==> config.mk <==
export PLATFORM = sky130hd
export DESIGN_NAME = pipe_frame_rx_flat
export DESIGN_NICKNAME = d
export VERILOG_FILES = /design/src/rtl/pipe_frame_pkg.sv /design/src/rtl/pipe_frame_rx_if.sv /design/src/rtl/pipe_frame_csum.sv /design/src/rtl/pipe_frame_rx.sv /design/src/flat_wrapper.sv
export SDC_FILE = /design/constraint.sdc
export NUM_CORES = 1
export LEC_CHECK = 0
export CORE_ASPECT_RATIO = 0.75
export CORE_MARGIN = 1
export CORE_UTILIZATION = 25
export CTS_CLUSTER_DIAMETER = 60
export DETAILED_ROUTE_END_ITERATION = 7
export PLACE_DENSITY_LB_ADDON = 0.1
export REMOVE_ABC_BUFFERS = 1
export SLEW_MARGIN = 20
export SYNTH_ARGS = -nofsm -noshare
export SYNTH_HDL_FRONTEND = slang
export SYNTH_SLANG_ARGS = --single-unit
==> constraint.sdc <==
create_clock -name i_clk -period 5.5 [get_ports i_clk]
set_clock_uncertainty 0.2 [all_clocks]
set_input_delay 0.55 -clock i_clk [delete_from_list [all_inputs] [get_ports i_clk]]
set_output_delay 0.55 -clock i_clk [all_outputs]
set_load 0.03 [all_outputs]
==> src/rtl/pipe_frame_pkg.sv <==
// Shared types and constants for the pipe byte-frame receiver.
// Optional trailing checksum byte is enabled by defining CHECKSUM_EN.
`timescale 1ns/1ps
package pipe_frame_pkg;

  localparam int BYTE_W = 8;
  localparam logic [BYTE_W-1:0] SYNC_BYTE_DEF = 8'hA5;

  typedef enum logic [2:0] {
    IDLE,
    ADDR_HI,
    ADDR_LO,
    LEN,
    PAYLOAD,
    CSUM
  } state_t;

  // Lane counter needs at least one bit even when a word is a single byte.
  function automatic int lane_w(input int bpw);
    return (bpw > 1) ? $clog2(bpw) : 1;
  endfunction

endpackage

==> src/rtl/pipe_frame_rx_if.sv <==
// Byte-stream input and word-wide write port of the frame receiver.
`timescale 1ns/1ps
interface pipe_frame_rx_if #(
  parameter int W_DATA = 32,
  parameter int W_ADDR = 16
);
  logic [7:0]        i_byte;
  logic              i_byte_valid;
  logic              o_byte_ready;
  logic [W_DATA-1:0] o_word;
  logic [W_ADDR-1:0] o_addr;
  logic              o_word_valid;
  logic              i_word_ready;
  logic              o_last;
  logic              o_frame_done;
  logic              o_sync_err;
  logic              o_csum_err;

  // The receiver sits on the slave side; the byte source / word sink is the master.
  modport slave (
    input  i_byte, i_byte_valid, i_word_ready,
    output o_byte_ready, o_word, o_addr, o_word_valid, o_last,
           o_frame_done, o_sync_err, o_csum_err
  );

  modport master (
    output i_byte, i_byte_valid, i_word_ready,
    input  o_byte_ready, o_word, o_addr, o_word_valid, o_last,
           o_frame_done, o_sync_err, o_csum_err
  );
endinterface

==> src/rtl/pipe_frame_csum.sv <==
// 8-bit running frame sum; zero flag tells whether adding din would close the sum to 0.
`timescale 1ns/1ps
module pipe_frame_csum (
  input  logic       i_clk,
  input  logic       resetn,
  input  logic       clr,
  input  logic       acc,
  input  logic [7:0] din,
  output logic       zero
);

  logic [7:0] sum;

  // NOTE: sequential state is written with <= so every register samples pre-edge values.
  always_ff @(posedge i_clk or negedge resetn) begin
    if (!resetn)  sum <= 8'h00;
    else if (clr) sum <= 8'h00;
    else if (acc) sum <= 8'(sum + din);
  end

  assign zero = (8'(sum + din) == 8'h00);

endmodule

==> src/rtl/pipe_frame_rx.sv <==
// Byte-frame receiver: sync hunt, address/length header, payload packed into words.
// Define CHECKSUM_EN to expect and verify a trailing checksum byte per frame.
`timescale 1ns/1ps
module pipe_frame_rx
  import pipe_frame_pkg::*;
#(
  parameter int          W_DATA    = 32,
  parameter int          W_ADDR    = 16,
  parameter logic [7:0]  SYNC_BYTE = SYNC_BYTE_DEF
) (
  input logic           i_clk,
  input logic           resetn,
  pipe_frame_rx_if.slave bus
);

  localparam int BPW    = W_DATA / BYTE_W;
  localparam int LANE_W = lane_w(BPW);
  localparam logic [LANE_W-1:0] LAST_LANE = LANE_W'(BPW - 1);

`ifdef CHECKSUM_EN
  localparam state_t TAIL_ST   = CSUM;
  localparam bit     TAIL_DONE = 1'b0;
`else
  localparam state_t TAIL_ST   = IDLE;
  localparam bit     TAIL_DONE = 1'b1;
`endif

  state_t              state, state_nx;
  logic [W_ADDR-1:0]   addr_q, addr_out_q;
  logic [7:0]          words_left;
  logic [LANE_W-1:0]   lane;
  logic [W_DATA-1:0]   acc_q, acc_nx, word_q;
  logic                word_valid_q, last_q, done_q, sync_err_q;
  logic                accept, load_word, last_word, frame_end, hunt_miss;

  // Byte input stalls only while a finished word is blocked downstream.
  assign bus.o_byte_ready = !(word_valid_q && !bus.i_word_ready);
  assign accept           = bus.i_byte_valid && bus.o_byte_ready;
  assign last_word        = (words_left == 8'd1);

  always_ff @(posedge i_clk or negedge resetn) begin
    if (!resetn) state <= IDLE;
    else         state <= state_nx;
  end

`ifdef CHECKSUM_EN
  logic csum_chk, csum_zero, csum_err_q;
`endif

  always_comb begin
    // NOTE: every always_comb output gets a default first so no path can infer a latch.
    state_nx  = state;
    load_word = 1'b0;
    frame_end = 1'b0;
    hunt_miss = 1'b0;
`ifdef CHECKSUM_EN
    csum_chk  = 1'b0;
`endif
    if (accept) begin
      case (state)
        IDLE: begin
          if (bus.i_byte == SYNC_BYTE) state_nx  = ADDR_HI;
          else                         hunt_miss = 1'b1;
        end
        ADDR_HI: state_nx = ADDR_LO;
        ADDR_LO: state_nx = LEN;
        LEN: begin
          if (bus.i_byte == 8'd0) begin
            state_nx  = TAIL_ST;
            frame_end = TAIL_DONE;
          end else begin
            state_nx  = PAYLOAD;
          end
        end
        PAYLOAD: begin
          if (lane == LAST_LANE) begin
            load_word = 1'b1;
            if (last_word) begin
              state_nx  = TAIL_ST;
              frame_end = TAIL_DONE;
            end
          end
        end
`ifdef CHECKSUM_EN
        CSUM: begin
          state_nx  = IDLE;
          frame_end = 1'b1;
          csum_chk  = 1'b1;
        end
`endif
        default: state_nx = IDLE;
      endcase
    end
  end

  always_comb begin
    acc_nx = acc_q;
    acc_nx[int'(lane)*BYTE_W +: BYTE_W] = bus.i_byte;
  end

  always_ff @(posedge i_clk or negedge resetn) begin
    if (!resetn) begin
      addr_q       <= '0;
      addr_out_q   <= '0;
      words_left   <= '0;
      lane         <= '0;
      acc_q        <= '0;
      word_q       <= '0;
      word_valid_q <= 1'b0;
      last_q       <= 1'b0;
      done_q       <= 1'b0;
      sync_err_q   <= 1'b0;
    end else begin
      done_q     <= frame_end;
      sync_err_q <= hunt_miss;
      if (word_valid_q && bus.i_word_ready) word_valid_q <= 1'b0;
      if (accept) begin
        case (state)
          ADDR_HI: addr_q[15:8] <= bus.i_byte;
          ADDR_LO: addr_q[7:0]  <= bus.i_byte;
          LEN: begin
            words_left <= bus.i_byte;
            lane       <= '0;
          end
          PAYLOAD: begin
            acc_q <= acc_nx;
            lane  <= (lane == LAST_LANE) ? '0 : lane + 1'b1;
          end
          default: ;
        endcase
      end
      // A drain and a new load in the same cycle leave valid set with the new word.
      if (load_word) begin
        word_q       <= acc_nx;
        addr_out_q   <= addr_q;
        last_q       <= last_word;
        word_valid_q <= 1'b1;
        addr_q       <= addr_q + 1'b1;
        words_left   <= words_left - 8'd1;
      end
    end
  end

`ifdef CHECKSUM_EN
  pipe_frame_csum u_csum (
    .i_clk  (i_clk),
    .resetn (resetn),
    .clr    (accept && (state == IDLE)),
    .acc    (accept && (state != IDLE)),
    .din    (bus.i_byte),
    .zero   (csum_zero)
  );

  always_ff @(posedge i_clk or negedge resetn) begin
    if (!resetn) csum_err_q <= 1'b0;
    else         csum_err_q <= csum_chk && !csum_zero;
  end

  assign bus.o_csum_err = csum_err_q;
`else
  assign bus.o_csum_err = 1'b0;
`endif

  assign bus.o_word       = word_q;
  assign bus.o_addr       = addr_out_q;
  assign bus.o_word_valid = word_valid_q;
  assign bus.o_last       = last_q;
  assign bus.o_frame_done = done_q;
  assign bus.o_sync_err   = sync_err_q;

endmodule

==> src/flat_wrapper.sv <==
// flat-port wrapper written by rule: the top's interface ports become plain ports
module pipe_frame_rx_flat import pipe_frame_pkg::*;
#(
  parameter int          W_DATA    = 32,
  parameter int          W_ADDR    = 16,
  parameter logic [7:0]  SYNC_BYTE = SYNC_BYTE_DEF
)
  (i_clk, resetn, bus_i_byte, bus_i_byte_valid, bus_i_word_ready, bus_o_byte_ready, bus_o_word, bus_o_addr, bus_o_word_valid, bus_o_last, bus_o_frame_done, bus_o_sync_err, bus_o_csum_err);
  pipe_frame_rx_if #(.W_DATA(W_DATA), .W_ADDR(W_ADDR)) bus_i ();
  input logic i_clk;
  input logic resetn;
  input wire logic [$bits(bus_i.i_byte)-1:0] bus_i_byte;
  input wire logic [$bits(bus_i.i_byte_valid)-1:0] bus_i_byte_valid;
  input wire logic [$bits(bus_i.i_word_ready)-1:0] bus_i_word_ready;
  output wire logic [$bits(bus_i.o_byte_ready)-1:0] bus_o_byte_ready;
  output wire logic [$bits(bus_i.o_word)-1:0] bus_o_word;
  output wire logic [$bits(bus_i.o_addr)-1:0] bus_o_addr;
  output wire logic [$bits(bus_i.o_word_valid)-1:0] bus_o_word_valid;
  output wire logic [$bits(bus_i.o_last)-1:0] bus_o_last;
  output wire logic [$bits(bus_i.o_frame_done)-1:0] bus_o_frame_done;
  output wire logic [$bits(bus_i.o_sync_err)-1:0] bus_o_sync_err;
  output wire logic [$bits(bus_i.o_csum_err)-1:0] bus_o_csum_err;
  assign bus_i.i_byte = bus_i_byte;
  assign bus_i.i_byte_valid = bus_i_byte_valid;
  assign bus_i.i_word_ready = bus_i_word_ready;
  assign bus_o_byte_ready = bus_i.o_byte_ready;
  assign bus_o_word = bus_i.o_word;
  assign bus_o_addr = bus_i.o_addr;
  assign bus_o_word_valid = bus_i.o_word_valid;
  assign bus_o_last = bus_i.o_last;
  assign bus_o_frame_done = bus_i.o_frame_done;
  assign bus_o_sync_err = bus_i.o_sync_err;
  assign bus_o_csum_err = bus_i.o_csum_err;
  pipe_frame_rx #(.W_DATA(W_DATA), .W_ADDR(W_ADDR), .SYNC_BYTE(SYNC_BYTE)) u_core (.i_clk(i_clk), .resetn(resetn), .bus(bus_i));
endmodule
==> results_dict.tcl, run 1 <==
set metrics [dict create \
    arrival_ns 3.24 \
    end_kind "register" \
    die_y_um 126.9 \
    wirelength_mm 14.93 \
    period_needed_ns 3.137 \
    cts_sinks 113 \
    setup_violations 0 \
    ios 66 \
    gp_congestion 0.7395 \
    fin_crit_sh 0.5705 \
    cp.required_ns 5.60 \
    drt_iter0_drc 265 \
    slew-limit-headroom 0.3236 \
    cts_buffers 17 \
    synth_flop_cell "dfrtp_1" \
    cts_tree "done" \
    path_clk_slew_ns 0.05 \
    diodes 0 \
    synth.distinct_cells 54 \
    grt_pass1_wl_mm 23.91 \
    fp-row-count 45 \
    drv_slew 0 \
    ir_worst_vdd_uv 212.0 \
    drtPass1Iterations 4 \
    fmax_mhz 318.7 \
    portBuffers 64 \
    ant_nets 0 \
    worst-path-buf-inv 0 \
    crit_type "reg -> reg" \
    antenna_found_initial 0 \
    finalHoldViolCount 0 \
    die_w_um 168.6 \
    hp-class "in -> async" \
    yosysTopAreaCellShare 0.5434 \
    drc 0 \
    drive_gt1_frac 0.08586 \
    postCtsSetupRepairBufs 0 \
    routedWlPerCell_um 17.04 \
    worstSkewPairLatency_ns 0.41 \
    syn-instance-count 526 \
    synth_common_cells "dfrtp_1 (113), nand2_1 (86), nor2_1 (83)" \
    syn-cell-area_um2 5204 \
    cp_cell_sequence "ha_1 -> and3b_1 -> and4b_2 -> nand2_1 -> o22a_1 -> o22a_1" \
    yosys.cell_count.top_type "dfrtp_1" \
    synth_top_family_by_area "simple AND/OR/NAND/NOR gates" \
    rrSetupSlack_ns 2.36 \
    dp_hpwl_mm 9.236 \
    synth_area_leaders "dfrtp_1 (54%), nand2_1 (6.2%), nor2_1 (6.0%)" \
    h-tree-depth 4 \
    cp_slowest_cell "and4b_2" \
    core_um2 20330 \
    synth_edf_count 0 \
    grt_pass1_vias 4243 \
    area_growth_pct 28.01 \
    cts_resized 0 \
    grt-ovfl-total 0 \
    rsz0062_at_grt "no" \
    synth_warnings 0 \
    root_buffer "clkbuf_16" \
    crit_cells 6 \
    viasPerCell 4.834 \
    die_area_um2 21400 \
    fin_util 0.3277 \
    grt_max_degree 72 \
    synth_xor_area_frac 0.003366 \
    rr_worst_depth 6 \
    nNetsFinal 603 \
    grt_usage 0.1475 \
    power-per-cell-area_nw_per_um2 551.7 \
    synth_compound_area_frac 0.1832 \
    vias 4235 \
    yosysSeqAreaShare 0.5434 \
    holdBufCountCts 0 \
    cap_viol_max_count 0 \
    synth_mux_area_frac 0.001924 \
    synthSimpleGateAreaFrac 0.1998 \
    yosys.area.top_type "dfrtp_1" \
    ys_seq_elements 113 \
    async_reset_ff_frac 1.000 \
    cp_top_family "simple AND/OR/NAND/NOR gates" \
    crit_top_cell "o22a_1" \
    clockBufferDepth 2 \
    start_kind "register" \
    cp_slowest_stage_delay_ns 0.93 \
    tightest_slew_ns 1.012 \
    initial_utilization 0.2560 \
    finalSetupTns_ns 0 \
    outcome "complete, no violations" \
    synth.avg_cell_area_um2 9.893 \
    cp_max_fo 47 \
    p_leak_nw 2.956 \
    synth-adder-area-share 0.02164 \
]
stage by stage:
stage          cells  instance area (µm²)  hold WS (ns)  power [mW]  setup WS (ns)
3_5_place_dp     845                 6073        0.2695       2.596          2.043
2_1_floorplan    489                 5006       0.05441       2.080          2.059
4_1_cts          876                 6661        0.1201       3.712          2.322
5_1_grt          876                 6661        0.1551       3.890          2.029
6_report         876                 6661       0.08868       3.675          2.363
3_3_place_gp     845                 6073        0.2737       2.586          2.114
state kept, by name, indices dropped and copies added (netlist names):
signal                   cells
u_core.bus.o_addr           16
u_core.bus.o_word           32
u_core.words_left            8
u_core.acc_q                32
u_core.state                 3
u_core.bus.o_frame_done      1
u_core.bus.o_word_valid      1
u_core.bus.o_last            1
u_core.lane                  2
u_core.addr_q               16
u_core.bus.o_sync_err        1
final timing paths:
kind | start | end
max in group asynchronous | resetn | u_core.acc_q[2]
worst max-delay path | u_core.lane[0] | u_core.addr_q[9]
min in group i_clk | u_core.bus.o_addr[6] | u_core.bus.o_addr[6]
worst min register to register | u_core.bus.o_addr[6] | u_core.bus.o_addr[6]
worst max register to register | u_core.lane[0] | u_core.addr_q[9]
worst min-delay path | resetn | u_core.bus.o_word[5]
cells in the final DEF (no fill, tap or decap), types with 2 or more instances in the layout:
master / Yosys / layout
o31ai_1: 2 / 2
and4_1: 2 / 2
a22o_1: 32 / 32
or3_1: 3 / 3
clkbuf_8: 0 / 8
nor4b_2: 2 / 2
a221oi_1: 32 / 32
o21ai_0: 12 / 12
nor4_1: 3 / 3
o22a_1: 2 / 2
o211ai_1: 6 / 6
and2_1: 5 / 5
clkinv_2: 0 / 3
a21oi_1: 14 / 14
o22ai_1: 5 / 5
nand3_1: 16 / 16
o21ba_2: 2 / 2
nand2_1: 86 / 86
inv_1: 8 / 8
buf_4: 5 / 11
a32oi_1: 3 / 3
ha_1: 9 / 9
a31oi_1: 3 / 3
dfrtp_1: 113 / 113
clkdlybuf4s50_1: 0 / 63
and3_1: 3 / 3
nand4_1: 8 / 8
clkinv_1: 3 / 3
nor3_1: 4 / 4
clkbuf_1: 15 / 2
clkbuf_16: 0 / 17
or4_1: 2 / 2
xor2_1: 2 / 2
nor2_1: 83 / 83
a2bb2oi_1: 2 / 2
layout make-up:
type,instances,area [µm²]
Fill cell,2052,13660
Timing Repair Buffer,74,713.2
Multi-Input combinational cell,365,2138
Inverter,11,41.29
Clock buffer,27,543.0
Tap cell,282,352.8
Clock inverter,4,45.04
Sequential cell,113,2828
where the power goes:
group / switching [mW] / leakage, nW / internal [mW]
clock: 0.382 / 0.295 / 0.713
combinational: 0.708 / 1.15 / 0.512
sequential: 0.238 / 1.51 / 1.12
total: 1.33 / 2.96 / 2.35
metal layers:
layer	share of wire	global-route usage
met1	0.50	0.2113
met2	0.43	0.2143
met3	0.059	0.03931
met4	0.010	0.04759
met5	0	0
kinds of logic after synthesis:
group | Yosys count
simple gates | 229
buf+inv | 48
fa+ha+maj | 9
other cells | 1
mux | 1
flops | 113
xor+xnor | 2
compound gates | 123
Note: power is estimated with default switching activity, not from simulation.
==> run 2: changes to the inputs <==
==> constraint.sdc (replaced) <==
create_clock -name i_clk -period 3.2 [get_ports i_clk]
set_clock_uncertainty 0.2 [all_clocks]
set_input_delay 0.32 -clock i_clk [delete_from_list [all_inputs] [get_ports i_clk]]
set_output_delay 0.32 -clock i_clk [all_outputs]
set_load 0.03 [all_outputs]
==> run 2 against run 1 <==
  * Cell count is 1.6% higher
  * Sequential share of layout area fell by 0.50 points
  * Critical path depth up 1
  * Core utilization rose by 0.39 points
  * Routed wire length up 2.7%
  * Sequential power up 71%
  * Maximum frequency is 19% higher
  * Flip-flop and latch count is the same
  * First-iteration DRC count decreased by 2.6%
  * Combinational power grew 74%
  * Die area is the same
  * Critical path type unchanged
  * Largest cell class unchanged
  * Largest power group unchanged
==> results_dict.tcl, run 2 (same netlist as run 1, synthesis figures left out) <==
set metrics [dict create \
    cp_slowest_cell "and4b_2" \
    path_clk_slew_ns 0.05 \
    cts_buffers 17 \
    fin_util 0.3316 \
    fp-row-count 45 \
    postCtsSetupRepairBufs 0 \
    switching_share 0.3618 \
    grt-ovfl-total 0 \
    area_growth_pct 29.53 \
    arrival_ns 2.76 \
    root_buffer "clkbuf_16" \
    cp_top_family "simple AND/OR/NAND/NOR gates" \
    layout_commonest_cell "dfrtp_1" \
    placed_cells 858 \
    dp_hpwl_mm 10.10 \
    drive_gt1_frac 0.09868 \
    final_cell_area_um2 6740 \
    start_kind "register" \
    die_y_um 126.9 \
    internal_power_mw 3.985 \
    setup_violations 0 \
    grt_usage 0.1524 \
    die_w_um 168.6 \
    switchingPower_mw 2.259 \
    grt_pass1_vias 4246 \
    hp-class "reg -> reg" \
    dpl_cell_area_um2 6183 \
    drc 0 \
    worst-path-buf-inv 2 \
    routedWlPerCell_um 17.23 \
    nNetsFinal 617 \
    cp_slowest_stage_delay_ns 0.56 \
    cap_viol_max_count 0 \
    h-tree-depth 4 \
    fmax_mhz 380.6 \
    drt_iter0_drc 258 \
    period_needed_ns 2.628 \
    rsz0062_at_grt "no" \
    gp_congestion 0.7794 \
    initial_utilization 0.2560 \
    cp-startpoint "u_core.lane[0]" \
    drv_slew 0 \
    clock_power_share 0.287 \
    diodes 0 \
    die_area_um2 21400 \
    clockBufferDepth 2 \
    p_comb_frac 0.339 \
    ios 66 \
    outcome "complete, no violations" \
    finalHoldViolCount 0 \
    grt_pass1_wl_mm 24.30 \
    holdWs_ns 0.2787 \
    worstHoldStart "u_core.bus.o_addr[13]" \
    p_leak_nw 3.007 \
    portBuffers 64 \
    power-per-cell-area_nw_per_um2 926.5 \
    instances_no_fill 890 \
    drtPass1Iterations 5 \
    vias 4252 \
    wirelength_mm 15.33 \
    core_um2 20330 \
    ir_worst_vdd_uv 408.8 \
    layout_common_cells "dfrtp_1 (113), nand2_1 (86), nor2_1 (83)" \
    seqPwrFrac 0.373 \
    cp_cell_sequence "ha_1 -> and3b_1 -> and4b_2 -> buf_4 -> buf_4 -> nor2_1 -> nor2_1" \
    crit_type "reg -> reg" \
    worstSkewPairLatency_ns 0.41 \
    tightest_slew_ns 0.7410 \
    viasPerCell 4.778 \
    cp_max_fo 22 \
    timing.rr.start "u_core.lane[0]" \
    cts_tree "done" \
    slew-limit-headroom 0.5060 \
    fin_crit_sh 0.8211 \
    cts_sinks 113 \
    antenna_found_initial 0 \
    grt_max_degree 60 \
    end_kind "register" \
    ant_nets 0 \
    cp.required_ns 3.34 \
]
[run 2: changes by cell type in the layout (fill, tap and decap cells not counted), sizes merged]
cell,delta
clkinv,+2
buf,+13
clkbuf,-3
dlygate4sd3,+1
bufinv,+1
[run 2: power groups by stage]
stage / Clock [mW] / Sequential, mW / Combinational (mW)
global route: 1.93 / 2.41 / 2.31
floorplan: 0 / 2.78 / 0.796
finish: 1.79 / 2.33 / 2.12
detailed placement: 0 / 2.35 / 2.13
CTS: 1.84 / 2.33 / 2.14
global placement: 0 / 2.33 / 2.13
[run 2: metal layers]
metal	vias up	wire length [µm]	track usage
met5	-	0	0
met4	0	104	0.04813
met3	4	869	0.04867
met2	99	6548	0.2106
met1	2114	7809	0.2222
li1	2035	-	-
[run 2: timing repair]
item / 4_1_cts / 5_1_grt
hold buffers: 1 / 0
hold endpoints to repair: 54 / 0
gates resized for setup: 0 / 0
[run 2: final cells by class]
class | count | area [µm²]
multi-input cells | 365 | 2138
clock buffers | 24 | 461.7
inverters | 11 | 41.29
flip-flops and latches | 113 | 2828
well taps | 282 | 352.8
clock inverters | 7 | 85.08
repair buffers | 88 | 833.3
fillers | 2081 | 13590
[run 2: through the flow]
stage,setup TNS [ns],power (mW),worst slack [ns]
after floorplan,-0.3466,3.576,-0.1805
after global placement,0,4.460,0.6452
after detailed placement,0,4.481,0.5979
after CTS,0,6.314,0.5794
after global routing,0,6.646,0.3917
final,0,6.245,0.5725
[run 2: tightest hold or removal path: stages (launching register included)]
cell and delay [ns]:
dfrtp_1 0.34, nand2_1 0.05, nand2_1 0.05
[run 2: path summary, 6_finish.rpt]
check	cells past startpoint	to	slack, ns
worst max-delay path	7	u_core.bus.o_word[6]	0.57
worst min-delay path	2	u_core.bus.o_addr[13]	0.28
worst max register to register	7	u_core.bus.o_word[6]	0.57
worst min register to register	2	u_core.bus.o_addr[13]	0.28
max in group asynchronous	3	u_core.addr_q[0]	1.68
min in group asynchronous	2	u_core.bus.o_word[5]	0.32
==> run 3: changes to the inputs <==
==> constraint.sdc (replaced) <==
create_clock -name i_clk -period 2.5 [get_ports i_clk]
set_clock_uncertainty 0.2 [all_clocks]
set_input_delay 0.25 -clock i_clk [delete_from_list [all_inputs] [get_ports i_clk]]
set_output_delay 0.25 -clock i_clk [all_outputs]
set_load 0.03 [all_outputs]
==> run 3 against run 2 <==
  * Final area increased by 2.8%
  * Cell count is 1.3% higher
  * Critical path depth fell by 1
  * Clock power up 43%
  * Critical path type unchanged
  * Die area is the same
  * Hold slack lost 0.21 ns
  * Non-clock buffer count up 11
  * Worst setup slack lost 0.30 ns
  * Sequential power increased by 28%
  * Register-to-register slack lost 0.30 ns
==> results_dict.tcl, run 3 (same netlist as run 1, synthesis figures left out) <==
set metrics [dict create \
    seqPwrFrac 0.358 \
    die_area_um2 21400 \
    grt_pass1_wl_mm 25.07 \
    finalSetupTns_ns 0 \
    cap_viol_max_count 0 \
    cp_max_fo 26 \
    area_growth_pct 33.11 \
    p_leak_nw 3.098 \
    fillers 2067 \
    instances_no_fill 902 \
    drt_iter0_drc 346 \
    crit_type "reg -> reg" \
    layout_commonest_cell "dfrtp_1" \
    drive_gt1_frac 0.1242 \
    path_clk_slew_ns 0.05 \
    routedWlPerCell_um 17.49 \
    rsz0062_at_grt "no" \
    outcome "complete, no violations" \
    antenna_found_initial 0 \
    setup_violations 0 \
    clockBufferDepth 2 \
    wirelength_mm 15.77 \
    die_w_um 168.6 \
    vias 4399 \
    grt_pass1_vias 4320 \
    cts_buffers 17 \
    fp-row-count 45 \
    ir_worst_vdd_uv 483.8 \
    switching_share 0.3559 \
    power-per-cell-area_nw_per_um2 1201 \
    fin_crit_sh 0.8923 \
    fmax_mhz 448.3 \
    rr_worst_depth 6 \
    root_buffer "clkbuf_16" \
    ios 66 \
    nNetsFinal 628 \
    diodes 0 \
    cts_resized 0 \
    arrival_ns 2.32 \
    cts_tree "done" \
    initial_utilization 0.2560 \
    clock_power_share 0.307 \
    cp.required_ns 2.59 \
    drv_slew 0 \
    grt_max_degree 51 \
    cts_sinks 113 \
    finalHoldViolCount 0 \
    h-tree-depth 4 \
    end_kind "register" \
    start_kind "register" \
    core_um2 20330 \
    layout_common_cells "dfrtp_1 (113), nand2_1 (86), nor2_1 (83)" \
    grt-ovfl-total 0 \
    drtPass1Iterations 5 \
    die_y_um 126.9 \
    worstSkewPairLatency_ns 0.41 \
    period_needed_ns 2.231 \
    switchingPower_mw 2.961 \
    gp_congestion 0.7518 \
    ant_nets 0 \
    hp-class "in -> async" \
    p_comb_frac 0.335 \
    dp_hpwl_mm 10.55 \
    internal_power_mw 5.358 \
    viasPerCell 4.877 \
    placed_cells 869 \
    portBuffers 64 \
    drc 0 \
    grt_usage 0.1564 \
]
==> run 3: cell count changes in the layout (fill, tap and decap cells not counted) <==
cell,previous run,this run
bufinv_16,2,3
clkbuf_8,1,5
clkinv_2,5,3
clkbuf_1,6,1
buf_12,1,3
clkinvlp_4,0,3
buf_4,23,32
==> run 3: what timing repair did <==
action,4_1_cts,5_1_grt
hold buffers,1,0
setup endpoints to repair,0,0
hold endpoints to repair,113,0
setup buffers,0,0
==> run 3: stage by stage <==
stage / hold slack [ns] / setup WS, ns / util / area, µm² / power [mW]
finish: 0.06950 / 0.2693 / 0.3408 / 6927 / 8.319
global route: 0.08099 / 0.09788 / 0.3408 / 6927 / 8.804
CTS: 0.06194 / 0.2346 / 0.3408 / 6927 / 8.400
detailed placement: -0.03938 / 0.1999 / 0.3095 / 6291 / 5.791
global placement: -0.04179 / 0.2256 / 0.3095 / 6291 / 5.757
floorplan: -0.2456 / -0.8805 / - / 5006 / 4.577
==> run 3: final cells by class <==
class                   instances  area, µm²  share of cell area
repair buffers                 99      940.9              0.1358
clock inverters                 9      127.6             0.01842
clock buffers                  23      498.0             0.07189
inverters                      11      41.29            0.005961
multi-input cells             365       2138              0.3087
flip-flops and latches        113       2828              0.4082
well taps                     282      352.8             0.05094
==> run 3: per-layer routing <==
layer  up-vias  global-route usage  wire, µm
met4         0             0.06417       318
met5         -                   0         0
met1      2192              0.2190      7884
met3        23             0.03775       706
met2       121              0.2302      6865
li1       2063                   -         -
==> run 3: power by group through the flow <==
stage          clock [mW]  combinational, mW  sequential (mW)
3_5_place_dp            0               2.79             3.00
4_1_cts              2.62               2.80             2.98
5_1_grt              2.72               3.02             3.07
2_1_floorplan           0               1.02             3.56
3_3_place_gp            0               2.77             2.98
6_report             2.56               2.79             2.98
==> run 3: critical path: stages, from the launching register on <==
cell and delay (ns):
dfrtp_1 0.40, ha_1 0.24, and3b_1 0.31, nand4b_2 0.24
buf_4 0.29, a221oi_1 0.34, nor2_1 0.07
==> run 3: worst paths after layout <==
check                                       from                 endpoint  slack [ns]
setup / recovery                  u_core.lane[1]    u_core.bus.o_word[12]        0.27
max in group asynchronous                 resetn  u_core.bus.o_word_valid        1.33
setup reg to reg                  u_core.lane[1]    u_core.bus.o_word[12]        0.27
min in group i_clk         u_core.bus.o_addr[14]    u_core.bus.o_addr[14]        0.27
hold reg to reg            u_core.bus.o_addr[14]    u_core.bus.o_addr[14]        0.27
hold / removal                            resetn         u_core.acc_q[14]        0.07
